[config.mk]
export PLATFORM = sky130hd
export DESIGN_NAME = fib_seq_ctrl
export DESIGN_NICKNAME = d
export VERILOG_FILES = /design/src/rtl/fib_seq_ctrl_pkg.sv /design/src/rtl/fib_seq_ctrl.sv
export SDC_FILE = /design/constraint.sdc
export NUM_CORES = 1
export LEC_CHECK = 0
export CAP_MARGIN = 20
export CORE_ASPECT_RATIO = 2
export CORE_MARGIN = 3
export CORE_UTILIZATION = 35
export CTS_CLUSTER_SIZE = 20
export DETAILED_ROUTE_END_ITERATION = 8
export HOLD_SLACK_MARGIN = 0.03
export PLACE_DENSITY = 0.63
export SETUP_SLACK_MARGIN = 0.4
export SKIP_CTS_REPAIR_TIMING = 1
export SLEW_MARGIN = 10
export SYNTH_ARGS = -nofsm -noshare
export SYNTH_HDL_FRONTEND = slang
export SYNTH_SLANG_ARGS = --single-unit
[constraint.sdc]
create_clock -name clk -period 3.6 [get_ports clk]
set_clock_uncertainty 0.1 [all_clocks]
set_input_delay 1.08 -clock clk [delete_from_list [all_inputs] [get_ports clk]]
set_output_delay 1.08 -clock clk [all_outputs]
set_load 0.01 [all_outputs]
[src/rtl/fib_seq_ctrl_pkg.sv]
// Shared definitions for the Fibonacci sequence controller: FSM encoding and term-count width.
package fib_seq_ctrl_pkg;

  localparam int CNT_W = 4;

  typedef enum logic [1:0] {
    IDLE = 2'd0,
    EMIT = 2'd1,
    DONE = 2'd2
  } state_t;

endpackage

[src/rtl/fib_seq_ctrl.sv]
// Fibonacci term sequencer: steps an external ripple-carry adder and streams terms out over
// a valid/ready handshake, stopping on the requested count or when the next term overflows.
module fib_seq_ctrl
  import fib_seq_ctrl_pkg::*;
#(
  parameter int WIDTH = 4
) (
  input  logic             clk,
  input  logic             rst_n,
  input  logic             start,
  input  logic [CNT_W-1:0] n_terms,
  output logic [WIDTH-1:0] add_a,
  output logic [WIDTH-1:0] add_b,
  input  logic [WIDTH-1:0] add_sum,
  input  logic             add_cout,
  output logic [WIDTH-1:0] fib_out,
  output logic             fib_valid,
  input  logic             fib_ready,
  output logic             busy,
  output logic             done,
  output logic             overflow
);

  state_t           state, state_nx;
  logic [WIDTH-1:0] a_q, b_q;
  logic             b_ovf;
  logic [CNT_W-1:0] cnt, tgt;
  logic [CNT_W:0]   cnt_inc;
  logic             accept, hs, last_term;

  assign accept    = start && (state != EMIT);
  assign hs        = (state == EMIT) && fib_ready;
  assign cnt_inc   = {1'b0, cnt} + {{CNT_W{1'b0}}, 1'b1};
  assign last_term = (cnt_inc == {1'b0, tgt});

  assign add_a     = a_q;
  assign add_b     = b_q;
  assign fib_valid = (state == EMIT);
  assign fib_out   = fib_valid ? a_q : '0;
  assign busy      = (state == EMIT);
  assign done      = (state == DONE);

  always_comb begin
    state_nx = state;
    case (state)
      IDLE, DONE: begin
        if (start) state_nx = (n_terms == '0) ? DONE : EMIT;
      end
      EMIT: begin
        // A set b_ovf means the term that would follow this one cannot be represented.
        if (fib_ready && (last_term || b_ovf)) state_nx = DONE;
      end
      default: state_nx = IDLE;
    endcase
  end

  always_ff @(posedge clk or negedge rst_n) begin
    if (!rst_n) begin
      state <= IDLE;
    end else begin
      state <= state_nx;
    end
  end

  always_ff @(posedge clk or negedge rst_n) begin
    if (!rst_n) begin
      a_q      <= '0;
      b_q      <= '0;
      b_ovf    <= 1'b0;
      cnt      <= '0;
      tgt      <= '0;
      overflow <= 1'b0;
    end else if (accept) begin
      a_q      <= '0;
      b_q      <= {{(WIDTH-1){1'b0}}, 1'b1};
      b_ovf    <= 1'b0;
      cnt      <= '0;
      tgt      <= n_terms;
      overflow <= 1'b0;
    end else if (hs) begin
      a_q      <= b_q;
      b_q      <= add_sum;
      b_ovf    <= b_ovf | add_cout;
      cnt      <= cnt_inc[CNT_W-1:0];
      if (!last_term && b_ovf) overflow <= 1'b1;
    end
  end

endmodule

* Word-level counts from Yosys, hierarchy flattened
Cells that the tools add are included.
Word-level totals: register bits 20, input bits 13, output and inout port bits 16, word-level logic and storage cells 44
Cells by class: add/sub/neg operators 1, eq/ne operators 6, multiplexer cells 16, bitwise gates (word level) 1, reduce and logical (&&, ||, !) cells 13
Operators with widths (number):
- two-way mux 4 bit | 7
- two-way mux 2 bit | 3
- adder 4 x 1 -> 5 bit, second input constant | 1
- equality test 5 x 4 -> 1 bit | 1
- two-way mux 1 bit | 5
- logical AND 1 bit | 4
- logical NOT 4 bit | 1
- inequality test 2 x 1 -> 1 bit, second input constant | 2
- case mux 2 bit (2 select lines) | 1
- AND reduction 2 bit | 2
- nonzero test 2 bit | 2
- equality test 2 x 1 -> 1 bit, second input constant | 1
- equality test 2 bit, second input constant | 1
- logical NOT 2 bit | 1
- inequality test 2 bit, second input constant | 1
- OR reduction 2 bit | 1
- logical NOT 1 bit | 1
- logical OR 1 bit | 1
- bitwise OR 1 bit | 1

* Logic depth before layout (Yosys ltp)
word-level depth 7, mapped depth 6, depth with buffers taken out 5

* Least setup slack after synthesis
Ideal clock, no wire load.
path kind reg2out, from reg state[1], to out fib_out[0], arrival time 937 ps, data required time 2420 ps, path slack 1483 ps, cell stages (with the launch flop) 4, path buffers 0, path through dfrtp_1 nand2b_2 inv_1 and2_1
On the way: cells in the longest elaborated chain, start to end 2
RTL lines:
- start: declaration | line fib_seq_ctrl.sv:24 | state_t state, state_nx;
- start signal: assignment | line fib_seq_ctrl.sv:61 | state <= state_nx;
- equality test 2 x 1 -> 1 bit
- named net busy | line fib_seq_ctrl.sv:19 | output logic busy,
- two-way mux 4 bit | line fib_seq_ctrl.sv:39 | assign fib_out = fib_valid ? a_q : '0;
- end: declaration | line fib_seq_ctrl.sv:16 | output logic [WIDTH-1:0] fib_out,
The timed path passes the listed nets, and every way through them passes these cells.

* Worst setup path in the final report
from reg state[1], to out fib_out[2]
On the way: cells in the longest elaborated chain, start to end 2
RTL lines:
- equality test 2 x 1 -> 1 bit | line fib_seq_ctrl.sv:38 | assign fib_valid = (state == EMIT);
- two-way mux 4 bit | line fib_seq_ctrl.sv:39
No other way between the ends.

==> impl_metrics.py <==
metrics = {
    "floorplanning": {
        "start_util_pct": 37.0,
        "io_pins": 29,
        "fp.dieW_um": 43.1,
        "die_area_um2": 3450,
        "num_rows": 26,
        "die-height_um": 80.2,
        "core-area_um2": 2600,
    },
    "final_layout": {
        "diodes": 0,
        "multi_input_area_um2": 413,
        "fin_util_pct": 50.2,
        "ff_latch_area_um2": 500,
        "fill_cells": 254,
        "area_growth_pct": 35.9,
        "drive_above_1_share_pct": 13.1,
        "finalNetCount": 122,
    },
    "detailed_routing": {
        "firstDrtPassIters": 4,
        "avgViaCountPerCell": 5.34,
        "via_count": 721,
        "drt_iter0_drc": 13,
        "ant_nets": 0,
        "routed_wl_mm": 1.91,
        "wl_per_cell_um": 14.2,
        "drc": 0,
    },
    "yosys": {
        "synth_area_leaders": "dfrtp_1 52%, a22o_1 7.3%, mux2_2 4.7%",
        "ys_warn_count": 0,
        "synth_top_area_cell": "dfrtp_1",
        "synth-compound-area-share_pct": 16.4,
        "yosys.area_share.simple_pct": 12.6,
        "synthAdderAreaFrac_pct": 1.30,
        "synth_cells": 79,
        "synth_top_area_share_pct": 52.0,
        "avgSynthCellArea_um2": 12.2,
        "syn-num-nets": 93,
        "ys_types": 31,
        "ys_seq_area_share_pct": 52.0,
        "syn-cell-area_um2": 962,
        "synth-xor-area-share_pct": 6.89,
        "ys_seq_elements": 20,
        "muxShareOfSynthArea_pct": 5.72,
        "synth_top_family_by_area": "compound AO/OA/AOI/OAI gates",
    },
    "power_and_ir_drop": {
        "max-vdd-ir-drop_mv": 0.360,
        "finalPower_w": 0.00119,
        "p_leak_nw": 0.580,
        "p_per_area_nw_per_um2": 907,
    },
    "worst_setup_path": {
        "reg2reg_to": "overflow",
        "cp-start-kind": "flop",
        "reg2reg_depth": 5,
        "criticalPathCategory": "reg -> out",
        "regToRegStartpoint": "cnt[0]",
        "path_max_fanout": 6,
        "critPathRequiredTime_ns": 2.42,
        "critical_path_arrival_ns": 1.74,
        "worstSetupEndpointType": "output pin",
        "cp-startpoint": "state[1]",
        "r2r_slack_ns": 1.81,
    },
    "clocking": {
        "clk_pin_slew_ns": 0.07,
        "cts_tree": "yes",
        "cts.sinks": 20,
        "clock_path_buffers": 2,
        "cts_root_buf": "clkbuf_8",
        "cts_buffers": 3,
        "worstSkewPairLatency_ns": 0.26,
        "htreeDepth": 1,
    },
    "global_routing": {
        "grtUsageTotal_pct": 12.2,
        "antenna_found_initial": 0,
        "grt_max_degree": 21,
        "grt_first_pass_wirelength_mm": 3.24,
        "grt_pass1_vias": 724,
        "overflow": 0,
    },
    "flow_run": {
        "drv_cap": 0,
    },
    "worst_hold_path": {
        "holdPathStages": 1,
        "min_from": "overflow",
        "hold_class": "reg -> reg",
        "min_to": "overflow",
    },
    "outcome": {
        "outcome": "finished, final reports clean",
    },
    "place": {
        "port_buffers": 28,
        "place_congestion": 0.802,
        "pre_cts_ws_ns": 0.858,
    },
    "timing": {
        "report.final.slew_viol_count": 0,
        "hold_slack_ns": 0.404,
        "max_freq_ghz": 0.343,
        "rsz0062_at_grt": "no",
        "setup_tns_ns": 0,
        "maxSlewHeadroom_pct": 40.1,
        "period_needed_ns": 2.92,
        "setup_viol": 0,
        "tightest_slew_ns": 0.895,
        "fin_crit_sh_pct": 81.0,
        "fin_ws_ns": 0.682,
        "hold_viol": 0,
    },
}
cell families (layout without fill, tap and decap cells):
logic type | count (synthesis) | after routing
buffers and inverters | 6 | 34
AO/OA/AOI/OAI | 21 | 21
AND/OR/NAND/NOR | 20 | 20
XOR/XNOR | 6 | 6
multiplexers | 5 | 5
adder cells (fa/ha/maj) | 1 | 1
flip-flops | 20 | 20
cell usage after synthesis:
library cell / instances
a21o_2: 1
a21oi_1: 2
a21oi_2: 1
a22o_1: 8
a2bb2oi_1: 1
a31oi_1: 1
a32o_2: 1
and2_1: 4
and3_4: 1
and3b_1: 1
buf_4: 1
buf_6: 3
dfrtp_1: 20
ha_1: 1
inv_1: 2
mux2_2: 4
mux2i_1: 1
nand2_1: 6
nand2b_2: 1
nand3_1: 1
nand3b_1: 1
nand4_2: 1
nor2_1: 2
nor2b_1: 1
nor4_1: 1
o21ai_0: 4
o21ai_1: 1
o32ai_1: 1
xnor2_1: 2
xnor3_1: 1
xor2_1: 3
sequential cells by signal, indices dropped and copies added (netlist names):
signal / cells
add_a: 4
add_b: 4
cnt: 4
tgt: 4
state: 2
b_ovf: 1
overflow: 1
how the worst max path moves through the flow:
stage | slack, ns | cells after the start | endpoint
2_1_floorplan | 1.48 | 3 | fib_out[0]
3_3_place_gp | 0.90 | 5 | cnt[2]
3_5_place_dp | 0.86 | 5 | cnt[2]
4_1_cts | 0.67 | 4 | fib_out[3]
5_1_grt | 0.56 | 4 | fib_out[1]
6_report | 0.68 | 4 | fib_out[2]
through the flow:
stage / cells / cell area, um^2
global route: 135 / 1310
finish: 135 / 1310
global placement: 131 / 1240
floorplan: 79 / 962
detailed placement: 131 / 1240
CTS: 135 / 1310
power by group:
part	total, W	leakage, nW	internal (W)	switching, W
Combinational	0.000553	0.292	0.000315	0.000238
Sequential	0.000412	0.253	0.000324	0.0000875
Clock	0.000221	0.0357	0.000148	0.0000728
final cells by class:
cell class	instances	share of cell area (%)
clock buffer	3	3.16
tap	28	2.68
sequential	20	38.3
multi-input combinational	53	31.6
timing repair buffer	28	21.4
inverter	2	0.574
clock inverter	1	2.30
layout by cell type, fill, tap and decap left out, types with 2 or more instances in the layout:
master	count
a21oi_1	2
a22o_1	8
and2_1	4
clkbuf_8	3
clkdlybuf4s50_1	28
dfrtp_1	20
inv_1	2
mux2_2	4
nand2_1	6
nor2_1	2
o21ai_0	4
xnor2_1	2
xor2_1	3
metal layers:
metal,GRT usage [%],vias up,routed length (um)
met5,0,-,0
met4,5.44,0,28
met3,2.24,4,122
met2,20.6,29,1010
met1,14.7,346,754
li1,-,342,-
critical path: stages (launching register included):
cell	delay (ns)
dfrtp_1	0.41
nand2b_2	0.24
inv_1	0.15
and2_1	0.14
clkdlybuf4s50_1	0.53
No activity file was read; power rests on OpenSTA's default activity.
